[config.mk]
export PLATFORM = sky130hd
export DESIGN_NAME = apb_master_arbiter_flat
export DESIGN_NICKNAME = d
export VERILOG_FILES = /design/src/rtl/apb_master_arbiter_if.sv /design/src/rtl/apb_master_arbiter.sv /design/src/flat_wrapper.sv
export SDC_FILE = /design/constraint.sdc
export NUM_CORES = 1
export LEC_CHECK = 0
export BUFFER_PORTS_ARGS = -buffer_cell sky130_fd_sc_hd__buf_2
export CAP_MARGIN = 10
export CORE_ASPECT_RATIO = 0.75
export CORE_UTILIZATION = 31
export DETAILED_ROUTE_END_ITERATION = 10
export PLACE_DENSITY_LB_ADDON = 0.2
export SLEW_MARGIN = 25
export SYNTH_ARGS = -nofsm -noshare
export SYNTH_HDL_FRONTEND = slang
export SYNTH_SLANG_ARGS = --single-unit
export TNS_END_PERCENT = 20
[constraint.sdc]
create_clock -name pclk -period 2.7 [get_ports pclk]
set_input_delay 0.54 -clock pclk [delete_from_list [all_inputs] [get_ports pclk]]
set_output_delay 0.54 -clock pclk [all_outputs]
set_load 0.03 [all_outputs]
[src/rtl/apb_master_arbiter_if.sv]
// rtl/apb_master_arbiter_if.sv - requester, response and APB bus signals of apb_master_arbiter
interface apb_master_arbiter_if #(
  parameter int ADDR_W = 8,
  parameter int DATA_W = 8
);
  logic              req0_valid;
  logic              req0_write;
  logic [ADDR_W-1:0] req0_addr;
  logic [DATA_W-1:0] req0_wdata;
  logic              req0_ready;
  logic              req1_valid;
  logic              req1_write;
  logic [ADDR_W-1:0] req1_addr;
  logic [DATA_W-1:0] req1_wdata;
  logic              req1_ready;
  logic              rsp0_valid;
  logic [DATA_W-1:0] rsp0_rdata;
  logic              rsp0_err;
  logic              rsp1_valid;
  logic [DATA_W-1:0] rsp1_rdata;
  logic              rsp1_err;
  logic              psel;
  logic              penable;
  logic              pwrite;
  logic [ADDR_W-1:0] paddr;
  logic [DATA_W-1:0] pwdata;
  logic              pready;
  logic [DATA_W-1:0] prdata;

  modport master (
    input  req0_valid, req0_write, req0_addr, req0_wdata,
    input  req1_valid, req1_write, req1_addr, req1_wdata,
    output req0_ready, req1_ready,
    output rsp0_valid, rsp0_rdata, rsp0_err,
    output rsp1_valid, rsp1_rdata, rsp1_err,
    output psel, penable, pwrite, paddr, pwdata,
    input  pready, prdata
  );

  modport slave (
    output req0_valid, req0_write, req0_addr, req0_wdata,
    output req1_valid, req1_write, req1_addr, req1_wdata,
    input  req0_ready, req1_ready,
    input  rsp0_valid, rsp0_rdata, rsp0_err,
    input  rsp1_valid, rsp1_rdata, rsp1_err,
    input  psel, penable, pwrite, paddr, pwdata,
    output pready, prdata
  );
endinterface

[src/rtl/apb_master_arbiter.sv]
// rtl/apb_master_arbiter.sv - round-robin two-port APB master, one transfer at a time
// Optional ACCESS-phase timeout abort: define APB_TIMEOUT_EN.
module apb_master_arbiter #(
  parameter int ADDR_W  = 8,
  parameter int DATA_W  = 8,
  parameter int TIMEOUT = 16
) (
  input  logic                 pclk,
  input  logic                 preset,
  apb_master_arbiter_if.master bus
);
  typedef enum logic [1:0] {IDLE, SETUP, ACCESS} state_t;

  if (TIMEOUT < 2) begin : g_bad_timeout
    $error("apb_master_arbiter: TIMEOUT must be >= 2");
  end

  state_t            state;
  logic              rr;
  logic              owner;
  logic              grant;
  logic              accept;
  logic              sel_write;
  logic [ADDR_W-1:0] sel_addr;
  logic [DATA_W-1:0] sel_wdata;
  logic              psel_q;
  logic              penable_q;
  logic              pwrite_q;
  logic [ADDR_W-1:0] paddr_q;
  logic [DATA_W-1:0] pwdata_q;
  logic [1:0]        rsp_valid_q;
  logic [DATA_W-1:0] rdata0_q;
  logic [DATA_W-1:0] rdata1_q;
  logic [DATA_W-1:0] cap_rdata;

`ifdef APB_TIMEOUT_EN
  localparam int CNT_W = $clog2(TIMEOUT);
  logic [CNT_W-1:0]  cnt;
  logic [1:0]        err_q;
`endif

  // rr names the port that wins a collision; a lone requester always wins.
  always_comb begin
    grant = 1'b0;
    if (bus.req0_valid && bus.req1_valid)
      grant = rr;
    else if (bus.req1_valid)
      grant = 1'b1;
  end

  assign accept    = (state == IDLE) && !preset &&
                     (grant ? bus.req1_valid : bus.req0_valid);
  assign sel_write = grant ? bus.req1_write : bus.req0_write;
  assign sel_addr  = grant ? bus.req1_addr  : bus.req0_addr;
  assign sel_wdata = grant ? bus.req1_wdata : bus.req0_wdata;
  assign cap_rdata = pwrite_q ? '0 : bus.prdata;

  assign bus.req0_ready = accept && !grant;
  assign bus.req1_ready = accept && grant;
  assign bus.rsp0_valid = rsp_valid_q[0];
  assign bus.rsp1_valid = rsp_valid_q[1];
  assign bus.rsp0_rdata = rdata0_q;
  assign bus.rsp1_rdata = rdata1_q;
  assign bus.psel       = psel_q;
  assign bus.penable    = penable_q;
  assign bus.pwrite     = pwrite_q;
  assign bus.paddr      = paddr_q;
  assign bus.pwdata     = pwdata_q;

`ifdef APB_TIMEOUT_EN
  assign bus.rsp0_err = err_q[0];
  assign bus.rsp1_err = err_q[1];
`else
  assign bus.rsp0_err = 1'b0;
  assign bus.rsp1_err = 1'b0;
`endif

  always_ff @(posedge pclk) begin
    if (preset) begin
      state       <= IDLE;
      rr          <= 1'b0;
      owner       <= 1'b0;
      psel_q      <= 1'b0;
      penable_q   <= 1'b0;
      pwrite_q    <= 1'b0;
      paddr_q     <= '0;
      pwdata_q    <= '0;
      rsp_valid_q <= 2'b00;
      rdata0_q    <= '0;
      rdata1_q    <= '0;
`ifdef APB_TIMEOUT_EN
      cnt         <= '0;
      err_q       <= 2'b00;
`endif
    end else begin
      rsp_valid_q <= 2'b00;
      case (state)
        IDLE: begin
          if (accept) begin
            owner    <= grant;
            rr       <= ~grant;
            pwrite_q <= sel_write;
            paddr_q  <= sel_addr;
            pwdata_q <= sel_wdata;
            psel_q   <= 1'b1;
            state    <= SETUP;
          end
        end
        SETUP: begin
          penable_q <= 1'b1;
          state     <= ACCESS;
`ifdef APB_TIMEOUT_EN
          cnt       <= '0;
`endif
        end
        ACCESS: begin
          // pready on the final allowed cycle still completes normally.
          if (bus.pready) begin
            psel_q             <= 1'b0;
            penable_q          <= 1'b0;
            state              <= IDLE;
            rsp_valid_q[owner] <= 1'b1;
            if (owner) rdata1_q <= cap_rdata;
            else       rdata0_q <= cap_rdata;
`ifdef APB_TIMEOUT_EN
            err_q[owner]       <= 1'b0;
          end else if (cnt == CNT_W'(TIMEOUT - 1)) begin
            psel_q             <= 1'b0;
            penable_q          <= 1'b0;
            state              <= IDLE;
            rsp_valid_q[owner] <= 1'b1;
            err_q[owner]       <= 1'b1;
            if (owner) rdata1_q <= '0;
            else       rdata0_q <= '0;
          end else begin
            cnt <= cnt + 1'b1;
`endif
          end
        end
        default: state <= IDLE;
      endcase
    end
  end
endmodule

[src/flat_wrapper.sv]
// flat-port wrapper written by rule: the top's interface ports become plain ports
module apb_master_arbiter_flat 
#(
  parameter int ADDR_W  = 8,
  parameter int DATA_W  = 8,
  parameter int TIMEOUT = 16
)
  (pclk, preset, bus_req0_valid, bus_req0_write, bus_req0_addr, bus_req0_wdata, bus_req1_valid, bus_req1_write, bus_req1_addr, bus_req1_wdata, bus_req0_ready, bus_req1_ready, bus_rsp0_valid, bus_rsp0_rdata, bus_rsp0_err, bus_rsp1_valid, bus_rsp1_rdata, bus_rsp1_err, bus_psel, bus_penable, bus_pwrite, bus_paddr, bus_pwdata, bus_pready, bus_prdata);
  apb_master_arbiter_if #(.ADDR_W(ADDR_W), .DATA_W(DATA_W)) bus_i ();
  input  logic pclk;
  input  logic preset;
  input wire logic [$bits(bus_i.req0_valid)-1:0] bus_req0_valid;
  input wire logic [$bits(bus_i.req0_write)-1:0] bus_req0_write;
  input wire logic [$bits(bus_i.req0_addr)-1:0] bus_req0_addr;
  input wire logic [$bits(bus_i.req0_wdata)-1:0] bus_req0_wdata;
  input wire logic [$bits(bus_i.req1_valid)-1:0] bus_req1_valid;
  input wire logic [$bits(bus_i.req1_write)-1:0] bus_req1_write;
  input wire logic [$bits(bus_i.req1_addr)-1:0] bus_req1_addr;
  input wire logic [$bits(bus_i.req1_wdata)-1:0] bus_req1_wdata;
  output wire logic [$bits(bus_i.req0_ready)-1:0] bus_req0_ready;
  output wire logic [$bits(bus_i.req1_ready)-1:0] bus_req1_ready;
  output wire logic [$bits(bus_i.rsp0_valid)-1:0] bus_rsp0_valid;
  output wire logic [$bits(bus_i.rsp0_rdata)-1:0] bus_rsp0_rdata;
  output wire logic [$bits(bus_i.rsp0_err)-1:0] bus_rsp0_err;
  output wire logic [$bits(bus_i.rsp1_valid)-1:0] bus_rsp1_valid;
  output wire logic [$bits(bus_i.rsp1_rdata)-1:0] bus_rsp1_rdata;
  output wire logic [$bits(bus_i.rsp1_err)-1:0] bus_rsp1_err;
  output wire logic [$bits(bus_i.psel)-1:0] bus_psel;
  output wire logic [$bits(bus_i.penable)-1:0] bus_penable;
  output wire logic [$bits(bus_i.pwrite)-1:0] bus_pwrite;
  output wire logic [$bits(bus_i.paddr)-1:0] bus_paddr;
  output wire logic [$bits(bus_i.pwdata)-1:0] bus_pwdata;
  input wire logic [$bits(bus_i.pready)-1:0] bus_pready;
  input wire logic [$bits(bus_i.prdata)-1:0] bus_prdata;
  assign bus_i.req0_valid = bus_req0_valid;
  assign bus_i.req0_write = bus_req0_write;
  assign bus_i.req0_addr = bus_req0_addr;
  assign bus_i.req0_wdata = bus_req0_wdata;
  assign bus_i.req1_valid = bus_req1_valid;
  assign bus_i.req1_write = bus_req1_write;
  assign bus_i.req1_addr = bus_req1_addr;
  assign bus_i.req1_wdata = bus_req1_wdata;
  assign bus_req0_ready = bus_i.req0_ready;
  assign bus_req1_ready = bus_i.req1_ready;
  assign bus_rsp0_valid = bus_i.rsp0_valid;
  assign bus_rsp0_rdata = bus_i.rsp0_rdata;
  assign bus_rsp0_err = bus_i.rsp0_err;
  assign bus_rsp1_valid = bus_i.rsp1_valid;
  assign bus_rsp1_rdata = bus_i.rsp1_rdata;
  assign bus_rsp1_err = bus_i.rsp1_err;
  assign bus_psel = bus_i.psel;
  assign bus_penable = bus_i.penable;
  assign bus_pwrite = bus_i.pwrite;
  assign bus_paddr = bus_i.paddr;
  assign bus_pwdata = bus_i.pwdata;
  assign bus_i.pready = bus_pready;
  assign bus_i.prdata = bus_prdata;
  apb_master_arbiter #(.ADDR_W(ADDR_W), .DATA_W(DATA_W), .TIMEOUT(TIMEOUT)) u_core (.pclk(pclk), .preset(preset), .bus(bus_i));
endmodule
==> results of run 1 <==
[final cells by class]
cell class | count | area [um^2] | area share, %
Multi-Input combinational cell | 150 | 993 | 40.1
Sequential cell | 41 | 821 | 33.1
Timing Repair Buffer | 90 | 463 | 18.7
Tap cell | 78 | 97.6 | 3.94
Clock buffer | 8 | 80.1 | 3.23
Inverter | 5 | 23.8 | 0.959
[placed cells by master (no fill, tap or decap), types with 4 or more instances in the layout]
master    synthesis  final
o21ai_0          16     16
nor2b_1           9      9
nor2_1            4      4
a311oi_2         16     16
buf_2             9     85
buf_4             3      5
a21oi_1          35     35
clkbuf_8          0      5
nand3b_1         19     19
nand2_1          33     33
dfxtp_1          41     41
[synth_stat cells]
cell type | instances | share of area [%]
a211oi_2 | 1 | 0.63
clkinv_4 | 1 | 0.44
nor4bb_1 | 1 | 0.51
a311o_1 | 1 | 0.51
buf_6 | 3 | 1.7
conb_1 | 1 | 0.19
nor2b_1 | 9 | 2.9
a311oi_2 | 16 | 12
a21oi_1 | 35 | 8.9
a21bo_2 | 1 | 0.51
clkbuf_1 | 4 | 0.76
a311oi_1 | 2 | 0.89
dfxtp_1 | 41 | 42
buf_2 | 9 | 2.3
and4b_1 | 1 | 0.51
or2_1 | 1 | 0.32
nor3_4 | 1 | 0.83
nand3b_1 | 19 | 7.2
nand4bb_1 | 1 | 0.57
nor2b_4 | 1 | 0.70
a21oi_2 | 1 | 0.44
nor2_1 | 4 | 0.76
nand2_2 | 1 | 0.32
nand2_1 | 33 | 6.3
nand2b_1 | 1 | 0.32
nand4b_1 | 1 | 0.44
buf_4 | 3 | 1.1
buf_8 | 1 | 0.76
o21ai_1 | 1 | 0.25
o21ai_0 | 16 | 4.1
inv_2 | 1 | 0.19
clkbuf_2 | 1 | 0.25
inv_1 | 3 | 0.57
[kinds of logic (layout without fill, tap and decap cells)]
| kind of cell | count (synthesis) | count (layout) | synth area share [%] |
|---|---|---|---|
| and+or+nand+nor | 74 | 74 | 21.7 |
| DFF | 41 | 41 | 41.7 |
| buffers and inverters | 26 | 103 | 8.13 |
| AOI/OAI and AO/OA | 74 | 74 | 28.4 |
| other | 1 | 2 | 0.190 |
[power groups by stage]
stage	combinational [mW]	clock, mW	sequential, mW
floorplan	0.187	0	0.742
global placement	0.332	0	0.685
detailed placement	0.333	0	0.685
CTS	0.334	0.404	0.671
global route	0.357	0.429	0.675
finish	0.331	0.389	0.670
[tightest hold or removal path, cell delays in order, from the launching register on]
cell and delay, ns:
dfxtp_1 0.31, nand2_1 0.05, a21oi_1 0.05
[path summary, 6_finish.rpt]
kind / depth (start not counted) / end / slack [ns]
worst max-delay path: 5 / bus_req0_ready / 0.62
worst min-delay path: 2 / u_core.bus.rsp0_rdata[3] / 0.45
worst max register to register: 4 / u_core.bus.paddr[1] / 1.27
worst min register to register: 2 / u_core.bus.rsp0_rdata[3] / 0.45
[through the flow]
step	util, %	std cells	setup slack, ns	hold WS, ns
after floorplan	-	217	0.733	0.543
after global placement	40.1	364	0.631	0.440
after detailed placement	40.1	364	0.596	0.446
after CTS	41.5	372	0.596	0.457
after global routing	41.5	372	0.529	0.480
final	41.5	372	0.619	0.452
[state kept, by name (all words and copies together), names as in the netlist, 2 cells and up]
name and count:
u_core.bus.paddr 8, u_core.bus.pwdata 8, u_core.bus.rsp0_rdata 8, u_core.bus.rsp1_rdata 8, u_core.rsp_valid_q 2, u_core.state 2
[layer usage]
layer | share of wire, % | vias to the layer above
li1 | - | 924
met5 | 0 | -
met1 | 49 | 816
met2 | 43 | 61
met4 | 1.4 | 0
met3 | 6.9 | 8
==> flow_summary_export.csv, run 1 <==
group,metric,value,unit
route,vias,1809,
place,portBuffers,85,
final_layout,final_layout_size_suffix_gt1_share,40.5,%
critical_path,crit_fanout,20,
pwr,p_sw,441,uW
route,via_per_inst,4.86,
timing,period_needed,2.08,ns
global_route,grt_usage,15.4,%
place,placed_area,0.00240,mm^2
route,dr.pass1.iters,4,
critical_path,max_stage_delay,0.32,ns
pwr,p_total,1.39,mW
critical_path,crit_type,"in -> out",
cts,cts_buffers,5,
route,drtIter0Drc,54,
critical_path,end_kind,"output pin",
critical_path,start_kind,"primary input",
critical_path,startpoint,"bus_req1_valid",
cts,holdBufCountCts,0,
cts,cts_root_buf,"clkbuf_8",
global_route,grt.busiest_layer,"met2",
global_route,grt_overflow,0,
yosys,netlist_area,0.00197,mm^2
timing,slew_headroom,64.4,%
timing,grt_setup_unrepaired,"false",
global_route,antenna_found_initial,0,
critical_path,path_buf_inv,3,
final_layout,stdcell_area,0.00248,mm^2
cts,clock_latency,0.29,ns
pwr,p_int,949,uW
route,drc_errors,0,
route,wirelength,5070,um
pwr,p_leak,1.02,nW
pwr,swShare,31.8,%
critical_path,cp_data_arrival_time,1.54,ns
cts,ctsResizeCount,0,
place,place_congestion,0.732,
run_status,outcome,"finished clean",
yosys,yosys_warnings,0,
die,placementRows,24,
cts,cts_sinks,41,
route,wl_per_cell,13.6,um
timing,totalNegativeSetupSlack,0,ns
timing,maxSlewViolCount,0,
final_layout,area_delta_synth_final,25.8,%
yosys,synth.distinct_cells,33,
critical_path,slowest_stage,"buf_2",
timing,finalSetupViolCount,0,
cts,path_clk_slew,0.07,ns
final_layout,antennaDiodeCount,0,
critical_path,crit_required,2.16,ns
cts,cts_tree,"done",
pwr,power_density,561,mW/mm^2
die,initial_core_util,33.0,%
final_layout,nets,340,
global_route,use_met2,22.5,%
route,postRouteAntennaNets,0,
global_route,use_met3,4.73,%
pwr,ir_drop,225,uV
yosys,post_synth.cell_area_avg,9.12,um^2
die,fp.dieArea,0.00668,mm^2
pwr,seq_power_share,48.2,%
die,ioPinCount,88,
critical_path,cp_cell_sequence,"buf_2, inv_2, nor2_1, nor2_1, buf_2",
global_route,grt_pass1_wl,7940,um
critical_path,r2r_start,"u_core.state[1]",
hold_path,hp-start,"u_core.bus.rsp0_rdata[3]",
yosys,synthCells,216,
pwr,p_comb_share,23.8,%
place,post-dp-hpwl,3500,um
die,fp.dieW,94.1,um
timing,fin_worst_skew,0.00254,ns
pwr,pwr-share-clk,28.0,%
flow_run,drv_cap,0,
hold_path,hold_class,"reg -> reg",
timing,worst_pin_slew,0.533,ns
global_route,grt_pass1_vias,1625,
die,core_area,0.00598,mm^2
timing,finalHoldViolations,0,
cts,post_cts_buffers,0,
timing,max_freq,481,MHz
global_route,grtUsageMet1,21.4,%
yosys,ys_ff_latch,41,
die,die_h,71.1,um
global_route,grt_max_degree,41,
cts,ctsLongestPathBuffers,2,
yosys,yosysSeqAreaShare,41.7,%
timing,min_period_over_period,77.1,%
final_layout,nFillCells,611,
critical_path,cp_top_family,"buffers and inverters",
cts,h-tree-depth,2,
No activity file was read; power rests on OpenSTA's default activity.
==> inputs of run 2 (changes only) <==
clock period = 1.85 ns   (was 2.7 ns; I/O delays follow)
==> run 2 against run 1 <==
Sequential share of layout area decreased by 0.85 points. Register-to-register slack got worse by 0.73 ns. Final area increased by 2.8%. Largest cell class unchanged.
==> flow_summary_export.csv, run 2 (synthesis results as in run 1) <==
group,metric,value,unit
timing,slew_headroom,65.2,%
route,dr.pass1.iters,4,
critical_path,cp_data_arrival_time,1.38,ns
die,fp.dieW,94.1,um
global_route,grt_usage,15.5,%
critical_path,cp_cell_sequence,"nor3_4, nand2_2, nor2_1, clkbuf_4",
critical_path,r2r_cells,3,
critical_path,r2r_start,"u_core.state[1]",
critical_path,startpoint,"u_core.state[0]",
timing,worst_pin_slew,0.522,ns
hold_path,hp-start,"bus_pready",
place,placed_area,0.00243,mm^2
place,dp_slack,0.305,ns
cts,holdBufCountCts,0,
cts,path_clk_slew,0.09,ns
flow_run,drv_cap,0,
die,ioPinCount,88,
timing,finalHoldViolations,0,
pwr,power_density,867,mW/mm^2
timing,maxSlewViolCount,0,
route,via_per_inst,4.90,
pwr,p_sw,679,uW
route,wl_per_cell,13.3,um
hold_path,holdPathStages,2,
route,drc_errors,0,
route,postRouteAntennaNets,0,
cts,cts_buffers,5,
cts,h-tree-depth,2,
critical_path,crit_fanout,7,
pwr,swShare,30.7,%
route,highest_layer,"met4",
cts,ctsLongestPathBuffers,2,
cts,clock_latency,0.29,ns
cts,post_cts_buffers,0,
route,dr_wl_met2,2270,um
route,wl_met1,2370,um
route,vias,1843,
final_layout,final_layout_size_suffix_gt1_share,42.6,%
critical_path,crit_required,1.48,ns
final_layout,antennaDiodeCount,0,
place,place_congestion,0.757,
run_status,outcome,"finished clean",
timing,min_period_over_period,94.6,%
final_layout,layout_commonest_cell,"buf_2",
route,drtIter0Drc,57,
pwr,pwr-share-clk,33.4,%
timing,max_freq,571,MHz
die,core_area,0.00598,mm^2
critical_path,max_stage_delay,0.36,ns
pwr,ir_drop,321,uV
global_route,grt_max_degree,41,
timing,fin_worst_skew,0.00957,ns
place,post-dp-hpwl,3570,um
cts,cts_tree,"done",
critical_path,cp_top_family,"simple AND/OR/NAND/NOR gates",
global_route,grt_overflow,0,
timing,grt_setup_unrepaired,"false",
cts,cts_sinks,41,
critical_path,start_kind,"flop",
hold_path,hold_class,"in -> reg",
pwr,seq_power_share,44.3,%
pwr,p_int,1.53,mW
pwr,p_comb_share,22.2,%
critical_path,slowest_stage,"dfxtp_2",
timing,worst_slack,0.0997,ns
die,placementRows,24,
critical_path,path_buf_inv,1,
final_layout,stdcell_area,0.00255,mm^2
final_layout,layout_common_cells,"84 x buf_2, 40 x dfxtp_1, 35 x a21oi_1",
final_layout,nets,344,
global_route,grt_pass1_wl,8140,um
final_layout,fin_cells,376,
timing,totalNegativeSetupSlack,0,ns
final_layout,utilization,42.6,%
die,initial_core_util,33.0,%
pwr,p_leak,1.06,nW
place,dpl.cell_count,368,
die,fp.dieArea,0.00668,mm^2
die,die_h,71.1,um
global_route,grt_pass1_vias,1757,
final_layout,area_delta_synth_final,29.3,%
critical_path,end_kind,"output pin",
place,portBuffers,85,
timing,finalSetupViolCount,0,
cts,cts_root_buf,"clkbuf_8",
critical_path,critical_path_depth,4,
route,wirelength,5010,um
critical_path,crit_type,"reg -> out",
global_route,antenna_found_initial,0,
route,met3WireLength,319,um
timing,period_needed,1.75,ns
run 2: cell types whose count changed in the layout (fill, tap and decap cells not counted), sizes merged:
cell,delta
clkinv,+1
bufinv,+1
clkbuf,-2
buf,+3
clkinvlp,+1
run 2: path summary, 6_finish.rpt:
check                           slack [ns]                       end
worst max-delay path                   0.1            bus_req0_ready
worst min-delay path                  0.36        u_core.bus.penable
worst max register to register        0.54  u_core.bus.rsp0_rdata[5]
worst min register to register        0.45  u_core.bus.rsp0_rdata[2]
run 2: metal layers:
metal / vias up / GRT usage (%)
met5: - / 0
met4: 0 / 4.62
met3: 4 / 4.84
met2: 51 / 24.4
met1: 865 / 20.4
li1: 923 / -
run 2: worst reg2reg max path, cell delays in order (launching register included):
cell       delay [ns]
dfxtp_1          0.50
nand4bb_1        0.42
nand2_1          0.18
a21oi_1          0.08
run 2: repair_timing:
action,4_1_cts,5_1_grt
gates resized for setup,0,2
pin swaps,1,1
setup endpoints to repair,1,1
run 2: power groups by stage:
stage               registers [mW]  clock network, mW  logic [mW]
detailed placement           0.999                  0       0.495
global route                 0.986              0.795       0.536
global placement              1.00                  0       0.493
finish                       0.978              0.739       0.491
floorplan                     1.08                  0       0.273
CTS                          0.979              0.759       0.495
run 2: cell type report:
cell class              instances  area (um^2)
multi-input cells             150          993
fillers                       617         3430
repair buffers                 94          495
clock buffers                   5         68.8
inverters                       5         23.8
flip-flops and latches         41          822
clock inverters                 3         46.3
well taps                      78         97.6
run 2: per-stage QoR:
step                hold slack, ns  power, mW
global placement             0.439       1.49
floorplan                    0.489       1.36
global route                 0.360       2.32
CTS                          0.351       2.23
detailed placement           0.444       1.49
finish                       0.357       2.21
==> inputs of run 3 (changes only) <==
CAP_MARGIN = not set   (was 10)
SETUP_SLACK_MARGIN = 0.5   (was not set)
==> run 3 against run 2 <==
Combinational power is 18% higher. Final area is 7.5% higher. Clock-buffer cell count is 3 higher. Largest power group unchanged.
==> flow_summary_export.csv, run 3 (synthesis results as in run 1) <==
group,metric,value,unit
final_layout,layout_common_cells,"83 x buf_2, 38 x dfxtp_1, 33 x a21oi_1, 33 x nand2_1, 19 x nand3b_1",
die,placementRows,24,
global_route,grt_pass1_vias,1660,
run_status,outcome,"finished clean",
timing,worst_pin_slew,0.540,ns
cts,ctsLongestPathBuffers,2,
timing,grt_setup_unrepaired,"true",
die,initial_core_util,33.0,%
critical_path,crit_required,1.48,ns
route,wl_per_cell,13.7,um
hold_path,hold_class,"in -> reg",
flow_run,drv_cap,0,
cts,cts_sinks,41,
final_layout,layout_commonest_cell,"buf_2",
route,drtIter0Drc,71,
timing,finalHoldViolations,0,
place,dpl.cell_count,368,
global_route,grt_overflow,0,
hold_path,hold_end,"u_core.bus.penable",
cts,cts_root_buf,"clkbuf_8",
die,ioPinCount,88,
route,vias,1866,
place,post-dp-hpwl,3620,um
die,fp.dieArea,0.00668,mm^2
final_layout,antennaDiodeCount,0,
pwr,p_leak,1.14,nW
timing,max_freq,624,MHz
cts,path_clk_slew,0.07,ns
timing,finalSetupViolCount,0,
final_layout,stdcell_area,0.00274,mm^2
timing,hold_ws,0.384,ns
critical_path,crit_fanout,4,
critical_path,start_kind,"flop",
final_layout,final_layout_size_suffix_gt1_share,47.0,%
global_route,grt_max_degree,41,
critical_path,crit_type,"reg -> out",
global_route,grt_usage,15.7,%
cts,h-tree-depth,2,
final_layout,nets,359,
place,dp_slack,0.270,ns
timing,totalNegativeSetupSlack,0,ns
pwr,power_density,771,mW/mm^2
cts,holdBufCountCts,0,
global_route,grt_pass1_wl,8180,um
pwr,ir_drop,305,uV
timing,period_needed,1.60,ns
timing,worst_slack,0.247,ns
route,dr.pass1.iters,4,
place,place_congestion,0.690,
critical_path,r2r_start,"u_core.state[0]",
critical_path,cp_data_arrival_time,1.23,ns
timing,slew_headroom,64.0,%
cts,cts_buffers,5,
place,placed_area,0.00244,mm^2
route,postRouteAntennaNets,0,
final_layout,area_delta_synth_final,39.0,%
final_layout,fin_cells,391,
critical_path,r2r_cells,8,
die,fp.dieW,94.1,um
route,drc_errors,0,
hold_path,hp-start,"bus_pready",
die,die_h,71.1,um
route,wirelength,5350,um
critical_path,reg2reg_slack,0.36,ns
critical_path,r2r-end,"u_core.owner",
route,via_per_inst,4.77,
cts,cts_tree,"done",
die,core_area,0.00598,mm^2
timing,maxSlewViolCount,0,
global_route,antenna_found_initial,0,
timing,fin_worst_skew,0.00240,ns
timing,min_period_over_period,86.7,%
hold_path,holdPathStages,2,
cts,clock_latency,0.28,ns
place,portBuffers,85,
critical_path,end_kind,"output pin",
run 3: layer usage:
metal	part of all wire (%)	vias to the layer above	global-route usage (%)	wire length (um)
li1	-	961	-	-
met1	50	846	22.3	2700
met2	42	57	22.7	2260
met3	6.9	2	5.27	371
met4	0.32	0	3.59	17
met5	0	-	0	0
run 3: area by class of cell:
type / count / area (um^2)
clock buffers: 8 / 80.1
inverters: 5 / 31.3
fillers: 618 / 3240
flip-flops and latches: 41 / 830
repair buffers: 107 / 654
well taps: 78 / 97.6
repair inverters: 2 / 17.5
multi-input cells: 150 / 1030
run 3: timing repair:
action | in CTS | in global routing
buffers inserted | 9 | 3
setup endpoints to repair | 7 | 38
gates resized for setup | 7 | 17
pin swaps | 3 | 5
cloned | 0 | 3
run 3: where the power goes:
group | internal [mW] | switching [mW] | total [mW]
sequential | 0.938 | 0.0416 | 0.979
combinational | 0.242 | 0.337 | 0.579
clock | 0.268 | 0.286 | 0.554
total | 1.45 | 0.664 | 2.11
run 3: per-stage QoR:
| step | power [mW] | util [%] |
|---|---|---|
| after CTS | 2.08 | 43.7 |
| after floorplan | 1.36 | - |
| after global placement | 1.50 | 40.9 |
| final | 2.11 | 45.8 |
| after global routing | 2.23 | 45.8 |
| after detailed placement | 1.50 | 40.9 |
run 3: critical path, stage by stage, from the launching register on:
cell and delay [ns]:
dfxtp_4 0.35, nor3_4 0.24, nand3b_1 0.16, inv_2 0.08, buf_6 0.13
run 3: worst max-delay path by stage:
stage	end	slack, ns	from
6_report	bus_req1_ready	0.25	u_core.state[0]
2_1_floorplan	bus_req1_ready	0.48	preset
3_3_place_gp	bus_req0_ready	0.27	preset
4_1_cts	bus_req1_ready	0.24	u_core.state[0]
5_1_grt	bus_req1_ready	0.14	u_core.state[0]
3_5_place_dp	bus_req0_ready	0.27	preset
